===== src/rtl/fpu_pkg.sv =====
// fpu_pkg: definitions shared by the FPU multiply and divide units.
//   - state_t    : sequencer state encoding (IDLE..DONE)
//   - op_class_t : operand classification (zero, normal, inf, nan)
//   - operand_t  : unpacked operand (sign, biased exponent, 24-bit significand, class)
//   - EXP_W, MANT_W, BIAS, QNAN, EXP_MAX : IEEE-754 single-precision constants
package fpu_pkg;

  localparam int          EXP_W   = 8;
  localparam int          MANT_W  = 23;
  localparam int          BIAS    = 127;
  localparam logic [31:0] QNAN    = 32'h7FC0_0000;
  localparam logic [7:0]  EXP_MAX = 8'hFF;

  typedef enum logic [2:0] {
    ST_IDLE      = 3'd0,
    ST_UNPACK    = 3'd1,
    ST_INIT      = 3'd2,
    ST_MULTIPLY  = 3'd3,
    ST_NORMALIZE = 3'd4,
    ST_PACK      = 3'd5,
    ST_DONE      = 3'd6
  } state_t;

  typedef enum logic [1:0] {
    CLS_ZERO   = 2'd0,
    CLS_NORMAL = 2'd1,
    CLS_INF    = 2'd2,
    CLS_NAN    = 2'd3
  } op_class_t;

  typedef struct packed {
    logic              sign;
    logic [EXP_W-1:0]  exp;
    logic [MANT_W:0]   mant;   // hidden bit included
    op_class_t         cls;
  } operand_t;

endpackage


===== src/rtl/fpu_unpack.sv =====
// fpu_unpack: combinational field splitter and classifier for one IEEE single.
// Ports:
//   value (in, 32)  raw IEEE-754 single-precision word
//   op    (out)     operand_t: sign, biased exponent, significand with hidden
//                   bit, class. Denormals are flushed: class zero, significand 0.
module fpu_unpack
  import fpu_pkg::*;
(
  input  logic [31:0] value,
  output operand_t    op
);

  always_comb begin
    op.sign = value[31];
    op.exp  = value[30:23];
    op.mant = {1'b1, value[22:0]};
    op.cls  = CLS_NORMAL;
    if (value[30:23] == '0) begin
      op.cls  = CLS_ZERO;
      op.mant = '0;
    end else if (value[30:23] == EXP_MAX) begin
      op.cls = (value[22:0] != '0) ? CLS_NAN : CLS_INF;
    end
  end

endmodule


===== src/rtl/mul_fpu_fsm.sv =====
// mul_fpu_fsm: multi-cycle IEEE-754 single-precision multiplier.
// Sequential shift-add over the 24-bit significands, then normalize, round, pack.
// Zero / inf / NaN operands are resolved at unpack time and override the packed
// result, but the multiply still runs so latency does not depend on data.
//
// Optional build macro MUL_FPU_ROUND_NEAREST_EN: round-to-nearest-even.
// Without it the mantissa is truncated and no round adder exists.
//
// Parameters:
//   BITS_PER_CYCLE  multiplier bits consumed per MULTIPLY cycle (1, 2 or 4)
//   BIAS            exponent bias (127 only)
// Ports:
//   clk        (in)      rising-edge clock
//   rst        (in)      asynchronous active-low reset
//   start      (in)      request, sampled only in IDLE
//   N1, N2     (in, 32)  operands, latched on the accepting edge
//   result     (out, 32) product, written when leaving PACK, held until the next PACK
//   done       (out)     high in DONE
//   busy       (out)     high in UNPACK..PACK
//   fsm_state  (out)     current sequencer state
//
// Handshake (four-phase): in IDLE, start=1 is accepted on a rising edge; busy
// stays high while the operation runs and start is ignored; done then stays high
// until start is seen low, after which the unit returns to IDLE on the next edge.
module mul_fpu_fsm
  import fpu_pkg::*;
#(
  parameter int BITS_PER_CYCLE = 1,
  parameter int BIAS           = 127
) (
  input  logic        clk,
  input  logic        rst,
  input  logic        start,
  input  logic [31:0] N1,
  input  logic [31:0] N2,
  output logic [31:0] result,
  output logic        done,
  output logic        busy,
  output state_t      fsm_state
);

  localparam int         MUL_CYCLES = 24 / BITS_PER_CYCLE;
  localparam logic [4:0] CNT_LAST   = 5'(MUL_CYCLES - 1);

  state_t state_q, state_next;

  logic [31:0]        a_q, b_q;
  operand_t           a_op, b_op;
  logic               special_q;
  logic [31:0]        special_val_q;
  logic               sign_q;
  logic signed [9:0]  exp_q;
  logic [47:0]        mcand_q;
  logic [23:0]        mplier_q;
  logic [47:0]        acc_q, acc_next;
  logic [4:0]         count_q;
  logic [22:0]        mant_q;
`ifdef MUL_FPU_ROUND_NEAREST_EN
  logic               guard_q, sticky_q;
  logic [23:0]        mant_sum;
`endif

  logic               is_special;
  logic [31:0]        special_val;
  logic signed [9:0]  exp_r;
  logic [22:0]        mant_r;
  logic [31:0]        pack_val;

  assign fsm_state = state_q;

  fpu_unpack u_unpack_a (.value(a_q), .op(a_op));
  fpu_unpack u_unpack_b (.value(b_q), .op(b_op));

  // Special-operand priority: NaN or inf*zero, then inf, then zero.
  always_comb begin
    logic any_nan, any_inf, any_zero, sgn;
    any_nan  = (a_op.cls == CLS_NAN)  || (b_op.cls == CLS_NAN);
    any_inf  = (a_op.cls == CLS_INF)  || (b_op.cls == CLS_INF);
    any_zero = (a_op.cls == CLS_ZERO) || (b_op.cls == CLS_ZERO);
    sgn      = a_op.sign ^ b_op.sign;
    is_special  = any_nan || any_inf || any_zero;
    special_val = {sgn, 31'b0};
    if (any_nan || (any_inf && any_zero)) begin
      special_val = QNAN;
    end else if (any_inf) begin
      special_val = {sgn, EXP_MAX, 23'b0};
    end
  end

  // One shift-add step: each low multiplier bit adds the multiplicand at its weight.
  always_comb begin
    acc_next = acc_q;
    for (int i = 0; i < BITS_PER_CYCLE; i++) begin
      if (mplier_q[i]) acc_next = acc_next + (mcand_q << i);
    end
  end

  // Rounding and final packing of the normalized product.
  always_comb begin
    exp_r  = exp_q;
    mant_r = mant_q;
`ifdef MUL_FPU_ROUND_NEAREST_EN
    mant_sum = {1'b0, mant_q} + 24'(guard_q & (sticky_q | mant_q[0]));
    if (mant_sum[23]) begin
      exp_r  = exp_q + 10'sd1;
      mant_r = '0;
    end else begin
      mant_r = mant_sum[22:0];
    end
`endif
    if (exp_r >= 10'sd255) begin
      pack_val = {sign_q, EXP_MAX, 23'b0};
    end else if (exp_r <= 10'sd0) begin
      pack_val = {sign_q, 31'b0};
    end else begin
      pack_val = {sign_q, exp_r[7:0], mant_r};
    end
  end

`ifndef MUL_FPU_ROUND_NEAREST_EN
  // Bits below the guard position only matter when rounding.
  logic unused_lsbs;
  assign unused_lsbs = ^acc_q[22:0];
`endif

  always_comb begin
    state_next = state_q;
    case (state_q)
      ST_IDLE:      if (start) state_next = ST_UNPACK;
      ST_UNPACK:    state_next = ST_INIT;
      ST_INIT:      state_next = ST_MULTIPLY;
      ST_MULTIPLY:  if (count_q == CNT_LAST) state_next = ST_NORMALIZE;
      ST_NORMALIZE: state_next = ST_PACK;
      ST_PACK:      state_next = ST_DONE;
      ST_DONE:      if (!start) state_next = ST_IDLE;
      default:      state_next = ST_IDLE;
    endcase
  end

  // busy/done are registered from the next state so they track state exactly.
  always_ff @(posedge clk or negedge rst) begin
    if (!rst) begin
      state_q <= ST_IDLE;
      busy    <= 1'b0;
      done    <= 1'b0;
    end else begin
      state_q <= state_next;
      busy    <= (state_next == ST_UNPACK) || (state_next == ST_INIT) ||
                 (state_next == ST_MULTIPLY) || (state_next == ST_NORMALIZE) ||
                 (state_next == ST_PACK);
      done    <= (state_next == ST_DONE);
    end
  end

  always_ff @(posedge clk or negedge rst) begin
    if (!rst) begin
      a_q           <= '0;
      b_q           <= '0;
      special_q     <= 1'b0;
      special_val_q <= '0;
      sign_q        <= 1'b0;
      exp_q         <= '0;
      mcand_q       <= '0;
      mplier_q      <= '0;
      acc_q         <= '0;
      count_q       <= '0;
      mant_q        <= '0;
`ifdef MUL_FPU_ROUND_NEAREST_EN
      guard_q       <= 1'b0;
      sticky_q      <= 1'b0;
`endif
      result        <= '0;
    end else begin
      case (state_q)
        ST_IDLE: begin
          if (start) begin
            a_q <= N1;
            b_q <= N2;
          end
        end
        ST_UNPACK: begin
          special_q     <= is_special;
          special_val_q <= special_val;
        end
        ST_INIT: begin
          acc_q    <= '0;
          mcand_q  <= {24'b0, a_op.mant};
          mplier_q <= b_op.mant;
          count_q  <= '0;
          exp_q    <= 10'({2'b00, a_op.exp}) + 10'({2'b00, b_op.exp}) - 10'(BIAS);
          sign_q   <= a_op.sign ^ b_op.sign;
        end
        ST_MULTIPLY: begin
          acc_q    <= acc_next;
          mcand_q  <= mcand_q << BITS_PER_CYCLE;
          mplier_q <= mplier_q >> BITS_PER_CYCLE;
          count_q  <= count_q + 5'd1;
        end
        ST_NORMALIZE: begin
          // Product of two [1,2) significands lies in [1,4): at most one shift.
          if (acc_q[47]) begin
            mant_q   <= acc_q[46:24];
            exp_q    <= exp_q + 10'sd1;
`ifdef MUL_FPU_ROUND_NEAREST_EN
            guard_q  <= acc_q[23];
            sticky_q <= |acc_q[22:0];
`endif
          end else begin
            mant_q   <= acc_q[45:23];
`ifdef MUL_FPU_ROUND_NEAREST_EN
            guard_q  <= acc_q[22];
            sticky_q <= |acc_q[21:0];
`endif
          end
        end
        ST_PACK: begin
          result <= special_q ? special_val_q : pack_val;
        end
        default: ;
      endcase
    end
  end

endmodule


===== config.mk =====
export PLATFORM = sky130hd
export DESIGN_NAME = mul_fpu_fsm
export DESIGN_NICKNAME = d
export VERILOG_FILES = /design/src/rtl/fpu_pkg.sv /design/src/rtl/fpu_unpack.sv /design/src/rtl/mul_fpu_fsm.sv
export SDC_FILE = /design/constraint.sdc
export NUM_CORES = 1
export LEC_CHECK = 0
export ABC_CLOCK_PERIOD_IN_PS = 5400
export CAP_MARGIN = 10
export CORE_MARGIN = 2
export CORE_UTILIZATION = 64
export CTS_CLUSTER_DIAMETER = 120
export DETAILED_ROUTE_END_ITERATION = 16
export PLACE_DENSITY = 0.86
export SYNTH_ARGS = -nofsm -noshare
export SYNTH_HDL_FRONTEND = slang
export SYNTH_SLANG_ARGS = --single-unit

===== constraint.sdc =====
create_clock -name clk -period 5.4 [get_ports clk]
set_input_delay 0.81 -clock clk [delete_from_list [all_inputs] [get_ports clk]]
set_output_delay 0.81 -clock clk [all_outputs]
set_load 0.01 [all_outputs]

After elaboration in Yosys (flattened, before gate mapping):

Cells that the tools add are included.

* word-level logic and storage cells: 92
* bits in registers: 293
* bits of input ports: 67
* output and inout port bits: 37

* reductions and logical operators: 23
* $add $sub $neg: 5
* mux-type cells: 25
* $lt $le $gt $ge: 2
* bitwise operators: 1
* equality and inequality tests: 21

Operators by type and width (number)
* one-hot mux 48 bit (2 select lines): 2
* two-way mux 31 bit: 3
* two-way mux 32 bit: 2
* adder 48 bit: 1
* two-way mux 24 bit: 2
* two-way mux 48 bit: 1
* one-hot mux 24 bit (2 select lines): 1
* nonzero test 23 bit: 2
* two-way mux 23 bit: 1
* one-hot mux 3 bit (7 select lines): 1
* one-hot mux 10 bit (2 select lines): 1
* == test 3 bit, second input constant: 6
* == test 8 bit, second input constant: 2
* zero test 8 bit: 2
* == test 3 x 2 -> 1 bit, second input constant: 4
* adder 10 x 2 -> 10 bit, second input constant: 1
* >= comparator 10 x 9 -> 1 bit, second input constant: 1
* less-or-equal comparator 10 x 1 -> 1 bit, second input constant: 1
* logical OR 1 bit: 10
* two-way mux 10 bit: 1
* one-hot mux 5 bit (2 select lines): 1
* subtractor 9 x 7 -> 10 bit, second input constant: 1
* adder 8 x 8 -> 9 bit: 1
* two-way mux 3 bit: 3
* other kinds (13): 26

Longest topological paths before layout:

Gate-level depths: netlist of the first run.

* depth after elaboration: 9
* mapped depth: 14
* gate-level depth less buffers: 14

Modules after synthesis:

Synthesis of the first run repeated with hierarchy kept, for this count alone.

* cells, all modules: 1529
* area, all modules: 14765.4 um^2

Modules (own cells, without submodules)
* mul_fpu_fsm: area each 14134.8 um^2, cells an instance 1429, instances 1
* fpu_unpack: area each 315.3 um^2, cells an instance 50, instances 2

Least setup slack after synthesis of the first run:

OpenSTA, ideal clock, no wires.

* kind: flip-flop to flip-flop
* start: register mcand_q[24]
* end: register acc_q[47]
* library setup time: 79 ps
* clock period less this slack: 2769 ps
* arrival: 2689 ps
* slack: 2631 ps
* data required time: 5321 ps
* stages on the path, launching flop included: 13
* cells stage by stage: dfrtp_1 > ha_1 > buf_6 > a21oi_4 > o21ai_0 > a2111o_1 > a21oi_1 > a31oi_2 > o2111ai_2 > a2111oi_4 > or3_1 > nand3_1 > mux2i_1

* longest elaborated chain between the ends: 3

Ends and longest elaborated chain
* start: declaration: RTL line mul_fpu_fsm.sv:53 `logic [47:0] mcand_q;`
* start signal: assignment: RTL line mul_fpu_fsm.sv:187 `mcand_q <= {24'b0, a_op.mant};`
* start signal: assignment: RTL line mul_fpu_fsm.sv:195 `mcand_q <= mcand_q << BITS_PER_CYCLE;`
* adder 48 bit: RTL line mul_fpu_fsm.sv:94 `if (mplier_q[i]) acc_next = acc_next + (mcand_q << i);`
* two-way mux 48 bit: RTL line mul_fpu_fsm.sv:94
* one-hot mux 48 bit (2 select lines): RTL line mul_fpu_fsm.sv:174 `case (state_q)`
* end signal: assignment: RTL line mul_fpu_fsm.sv:194 `acc_q <= acc_next;`
* end: declaration: RTL line mul_fpu_fsm.sv:55 `logic [47:0] acc_q, acc_next;`

Every way passes these cells. The select of a mux whose other input is x is not followed.
A chain may end at the register's enable or synchronous reset.

Worst setup path in the final report of the first run:

* start: register mcand_q[0]
* end: register acc_q[42]

Same word-level chain as after synthesis.

==> results of run 1 <==
-- cells in the mapped netlist (3+ instances only) --
cell type,number,share of area
nand2_1,278,0.073
dfrtp_1,264,0.46
o21ai_0,159,0.056
a21oi_1,120,0.042
nand3_1,113,0.040
nor2_1,97,0.026
clkbuf_1,69,0.018
ha_1,65,0.057
mux2_2,60,0.047
a21o_1,41,0.022
xnor2_1,31,0.019
mux2i_1,26,0.018
inv_1,21,0.0055
nand4_1,19,0.0083
xor2_1,17,0.010
nor4_1,16,0.0070
o21bai_1,15,0.0079
a211oi_1,11,0.0058
buf_1,10,0.0026
nand2b_1,10,0.0044
nor3_1,9,0.0032
a31oi_1,7,0.0031
nor2b_1,7,0.0031
o21a_1,6,0.0032
and2_1,5,0.0022
and3_1,5,0.0022
o31ai_1,5,0.0026
and3_2,4,0.0021
buf_6,4,0.0032
o211ai_1,4,0.0021
o22ai_1,4,0.0018
a22o_1,3,0.0018
a41oi_1,3,0.0018
buf_4,3,0.0016
clkbuf_8,3,0.0029
o21ai_1,3,0.0011
-- layout by cell type (no fill, tap or decap), drive strengths merged, types with 11 or more instances in the layout --
cell,instances
nor2,97
nand2,279
mux2,60
a21o,42
inv,21
ha,65
o21ai,162
mux2i,26
nand3,113
nor4,16
nand4,20
buf,15
clkbuf,42
xnor2,31
a21oi,121
xor2,17
dfrtp,264
o21bai,15
a211oi,11
clkdlybuf4s50,102
-- registers in the layout, summed over array words and instances (netlist names), 3 cells and up --
register and count:
acc_q 48, mcand_q 48, a_q 32, b_q 32
result 32, mplier_q 24, mant_q 23, exp_q 10
count_q 5, fsm_state 3, special_val_q 3
-- cell families after synthesis --
logic type / after synthesis
and+or+nand+nor: 577
AOI/OAI and AO/OA: 398
DFF: 264
muxes: 86
buffers and inverters: 115
xor gates and xnor gates: 48
adders and majority gates: 67
-- where the power goes --
part	total (mW)	internal, mW	switching, mW
Clock	1.93	1.16	0.779
Combinational	3.59	1.49	2.10
Sequential	3.31	2.67	0.644
-- layer usage --
layer  routed length (um)  track usage
met5                    0            0
met4                  922       0.0833
met3                 1530       0.0357
met2                16000        0.476
met1                14200        0.378
-- worst register-to-register path, cell delays in order (launching register included) --
cell	delay [ns]
dfrtp_1	0.40
ha_1	0.26
fa_1	0.42
a21o_1	0.21
nand4_1	0.13
a21oi_1	0.15
o211ai_1	0.26
a21oi_1	0.14
a211oi_1	0.46
o21ai_1	0.21
a21boi_0	0.23
xor2_1	0.18
o21ai_1	0.08
-- cell type report --
class | count | share of cell area
timing repair buffer | 117 | 0.0714
multi-input combinational | 1176 | 0.438
tap | 280 | 0.0215
clock inverter | 8 | 0.00638
sequential | 264 | 0.406
inverter | 21 | 0.00484
clock buffer | 42 | 0.0512
-- worst max path at each step --
| stage | start | end | slack [ns] |
|---|---|---|---|
| floorplan | mcand_q[24] | acc_q[47] | 2.63 |
| global placement | start | b_q[6] | 2.13 |
| detailed placement | start | b_q[2] | 2.09 |
| CTS | mcand_q[0] | acc_q[42] | 2.18 |
| global route | mcand_q[3] | acc_q[47] | 2.01 |
| finish | mcand_q[0] | acc_q[42] | 2.16 |
==> impl_metrics.yaml, run 1 <==
worst_setup_path:
  crit_fanout: 4
  crit_path_max_incr_delay_ns: 0.46
  critical_path_class: "reg -> reg"
  cpMaxStageDelayCell: "a211oi_1"
  crit_path_end_kind: "flop"
  r2r-start: "mcand_q[0]"
  path_buf_inv: 0
  crit_path_start_kind: "flop"
  reg2reg_slack_ns: 2.16
  reg2regPathDepth: 12
  path_cells: "ha_1 -> fa_1 -> a21o_1 -> nand4_1 -> a21oi_1 -> o211ai_1 -> a21oi_1 -> a211oi_1 -> o21ai_1 -> a21boi_0 -> xor2_1 -> o21ai_1"
  path_delay_family: "compound AO/OA/AOI/OAI gates"
  crit_cells: 12
  worstPathArrival_ns: 3.66
  reg2reg_to: "acc_q[42]"
  cp.required_ns: 5.82
routing:
  drt_iter0_drc: 836
  wl_per_cell_um: 17.1
  avgViaCountPerCell: 6.04
  wl_um: 32600
  ant_nets: 0
  first_pass_iters: 5
  vias: 11500
  drc_errors: 0
final_layout:
  layout.area.seq_um2: 6610
  fillers: 1462
  finalInstanceArea_um2: 16300
  drive_gt1_frac: 0.0872
  fin_nets: 1742
  antenna_cells: 0
  final_cell_count_no_fill: 1908
  area_growth_syn_to_layout_pct: 14.3
  multi_input_area_um2: 7130
  final_util: 0.746
timing:
  worstMarginPinSlew_ns: 1.16
  min_period_ns: 3.24
  drv_slew: 0
  fin_crit_sh: 0.600
  final-hold-violation-count: 0
  worst_slack_ns: 2.16
  skew_ns: 0.0114
  setup_viol: 0
  final.setup.tns_ns: 0
  holdWs_ns: 0.310
  clock.fmax_ghz: 0.309
  maxSlewHeadroom: 0.222
  rsz0062_at_grt: "no"
job:
  maxCapViolCount: 0
logic_synthesis:
  yosys_warnings: 0
  yosys_most_used_dff: "dfrtp_1"
  syn_inst: 1555
  ys_ff_latch: 264
  synth_area_um2: 14200
  async_flop_share: 1.00
  synth-edff-count: 0
  synth_fa_ha_area_frac: 0.0599
  post_synth_mux_area_share: 0.0657
  synthXorXnorAreaFrac: 0.0295
  synth_top_family_by_area: "simple AND/OR/NAND/NOR gates"
  synthSimpleGateAreaFrac: 0.180
  synth.distinct_cells: 67
  synth.net_count: 1689
  syn_area_per_cell_um2: 9.16
  synth-compound-area-share: 0.164
  yosysSeqAreaShare: 0.464
global_route:
  globalRouteOverflowTotal: 0
  first_global_vias: 11200
  grt_max_degree: 125
  grt_first_pass_wirelength_um: 55300
  gr-usage-all-layers: 0.279
  antenna_found_initial: 1
place:
  place_congestion: 0.940
  place_ws_ns: 2.09
  numPortBuffers: 103
  post_dp_cell_area_um2: 15300
  dp_cells: 1857
  dpl.hpwl_um: 21900
floorplanning:
  start_util: 0.652
  die_x_um: 153
  rows: 54
  core_um2: 21800
  die_y_um: 153
  ios: 104
  die_area_um2: 23500
clock_tree:
  postCtsSetupBuffers: 0
  cts-hold-fix-buffers: 0
  cts_buffers: 28
  clock_sinks: 264
  cts_tree: "yes"
  cts_resized: 0
  clk-insertion-delay-late_ns: 0.55
  cts_buffer_depth: 3
  root_buffer: "clkbuf_16"
  ctsHtreeMaxLevel: 1
  path_clk_slew_ns: 0.06
outcome:
  status: "completed"
power_and_ir_drop:
  peakVddDrop_v: 0.000371
  power_leakage_nw: 7.56
  power_density_nw_per_um2: 543
  power.total_mw: 8.84
hold_path:
  hp-class: "in -> async"
Power figures use the tool's default switching activity.
==> run 2: changes to the inputs <==
Settings changed: ABC_CLOCK_PERIOD_IN_PS 5400 to 2800, CORE_UTILIZATION 64 to 54, PLACE_DENSITY 0.86 to 0.77.
Clock period 5.4 ns to 2.8 ns, I/O delays scaled along.
==> impl_metrics.yaml, run 2 (synthesis gave the netlist of run 1 again) <==
timing:
  fin_crit_sh: 1.01
  clock.fmax_ghz: 0.354
  maxSlewHeadroom: 0.483
  holdWs_ns: 0.440
  worstMarginPinSlew_ns: 0.776
  min_period_ns: 2.82
  final-hold-violation-count: 0
  rsz0062_at_grt: "yes"
  worst_slack_ns: -0.0250
  setup_viol: 3
  drv_slew: 0
  skew_ns: 0.0105
floorplanning:
  die_area_um2: 27700
  ios: 104
  die_y_um: 166
  rows: 59
  start_util: 0.548
  die_x_um: 166
  core_um2: 26000
place:
  place_congestion: 0.908
  dpl.hpwl_um: 23500
  numPortBuffers: 103
clock_tree:
  cts_buffer_depth: 3
  path_clk_slew_ns: 0.06
  cts_buffers: 28
  ctsHtreeMaxLevel: 1
  clk-insertion-delay-late_ns: 0.55
  root_buffer: "clkbuf_16"
  clock_sinks: 264
  cts_tree: "yes"
final_layout:
  mostFrequentLayoutCell: "nand2_1"
  final_cell_mix: "nand2_1 (275), dfrtp_1 (262), o21ai_0 (149)"
  antenna_cells: 0
  area_growth_syn_to_layout_pct: 23.9
  reg_top3: "acc_q x48, mcand_q x48"
  drive_gt1_frac: 0.177
  fin_nets: 1863
routing:
  wl_per_cell_um: 16.2
  drt_iter0_drc: 809
  first_pass_iters: 5
  wl_um: 33800
  avgViaCountPerCell: 5.72
  drc_errors: 0
  ant_nets: 0
  vias: 11900
power_and_ir_drop:
  power_density_nw_per_um2: 1040
  peakVddDrop_v: 0.000711
  power_leakage_nw: 8.21
  power.total_mw: 18.3
worst_setup_path:
  crit_fanout: 3
  crit_path_max_incr_delay_ns: 0.41
  crit_path_end_kind: "flop"
  crit_path_start_kind: "flop"
  r2r-start: "mcand_q[0]"
  critical_path_class: "reg -> reg"
  worstPathArrival_ns: 3.25
  cp.required_ns: 3.22
  cpMaxStageDelayCell: "dfrtp_1"
  path_cells: "ha_4 -> fa_2 -> a21o_1 -> nand4_1 -> a21oi_2 -> o211ai_1 -> a41oi_2 -> o211ai_1 -> o21ai_2 -> a21oi_2 -> xor2_1 -> o21ai_1"
  reg2reg_slack_ns: -0.02
  startpoint: "mcand_q[0]"
global_route:
  gr-usage-all-layers: 0.241
  antenna_found_initial: 0
  grt_max_degree: 111
  globalRouteOverflowTotal: 0
  first_global_vias: 11600
  grt_first_pass_wirelength_um: 56500
hold_path:
  hp-class: "in -> reg"
  min-delay-start: "N2[30]"
outcome:
  violations: "setup timing"
  status: "finished, violations left"
job:
  maxCapViolCount: 0
run 2: path summary, 6_finish.rpt:
| kind | endpoint | cells past startpoint |
|---|---|---|
| max | acc_q[40] | 12 |
| min | b_q[30] | 3 |
| max reg2reg | acc_q[40] | 12 |
| min reg2reg | result[13] | 2 |
| max in group asynchronous | mcand_q[32] | 3 |
| min in group asynchronous | b_q[6] | 2 |
run 2: final cells by class:
type                       instances  area, um2
tap                              335        419
clock buffer                      40        817
clock inverter                    11        141
sequential                       264       6610
fill                            1970       8350
timing repair buffer             238       2130
inverter                          21       78.8
multi-input combinational       1176       7440
run 2: what timing repair did:
action                                  in CTS  in global routing
resized for setup                           27                 41
endpoints found under the setup margin      15                 22
endpoints found under the hold margin       71                  0
hold buffers                                 1                  0
pin swaps                                   15                 23
buffers inserted                            10                  7
run 2: per-layer routing:
layer | GRT usage | wire length [um] | vias to the layer above
met2 | 0.403 | 16400 | 296
met3 | 0.0293 | 1530 | 63
met1 | 0.337 | 15100 | 5747
met5 | 0 | 0 | -
li1 | - | - | 5814
met4 | 0.0573 | 723 | 0
run 2: per-stage QoR:
step | utilization | setup WS [ns] | std cells | TNS (ns) | instance area (um2)
finish | 0.679 | -0.0250 | 2085 | -0.0375 | 17600
detailed placement | 0.624 | -0.201 | 2017 | -1.59 | 16200
CTS | 0.671 | -0.00612 | 2079 | -0.00612 | 17400
floorplan | - | 0.0315 | 1555 | 0 | 14200
global placement | 0.624 | -0.161 | 2017 | -0.722 | 16200
global route | 0.679 | -0.175 | 2085 | -1.45 | 17600
run 2: power breakdown:
| part | internal, mW | switching, mW | leakage (nW) |
|---|---|---|---|
| combinational | 3.78 | 4.35 | 4.33 |
| sequential | 5.15 | 1.20 | 3.42 |
| clock | 2.30 | 1.54 | 0.463 |
| total | 11.2 | 7.09 | 8.21 |
run 2: worst max-delay path, delay by kind of cell (launching register included):
kind / cells / cell delay (ns)
and+or+nand+nor: 1 / 0.12
adders and majority gates: 2 / 0.53
DFF: 1 / 0.41
xor gates and xnor gates: 1 / 0.15
AOI/OAI and AO/OA: 8 / 1.48
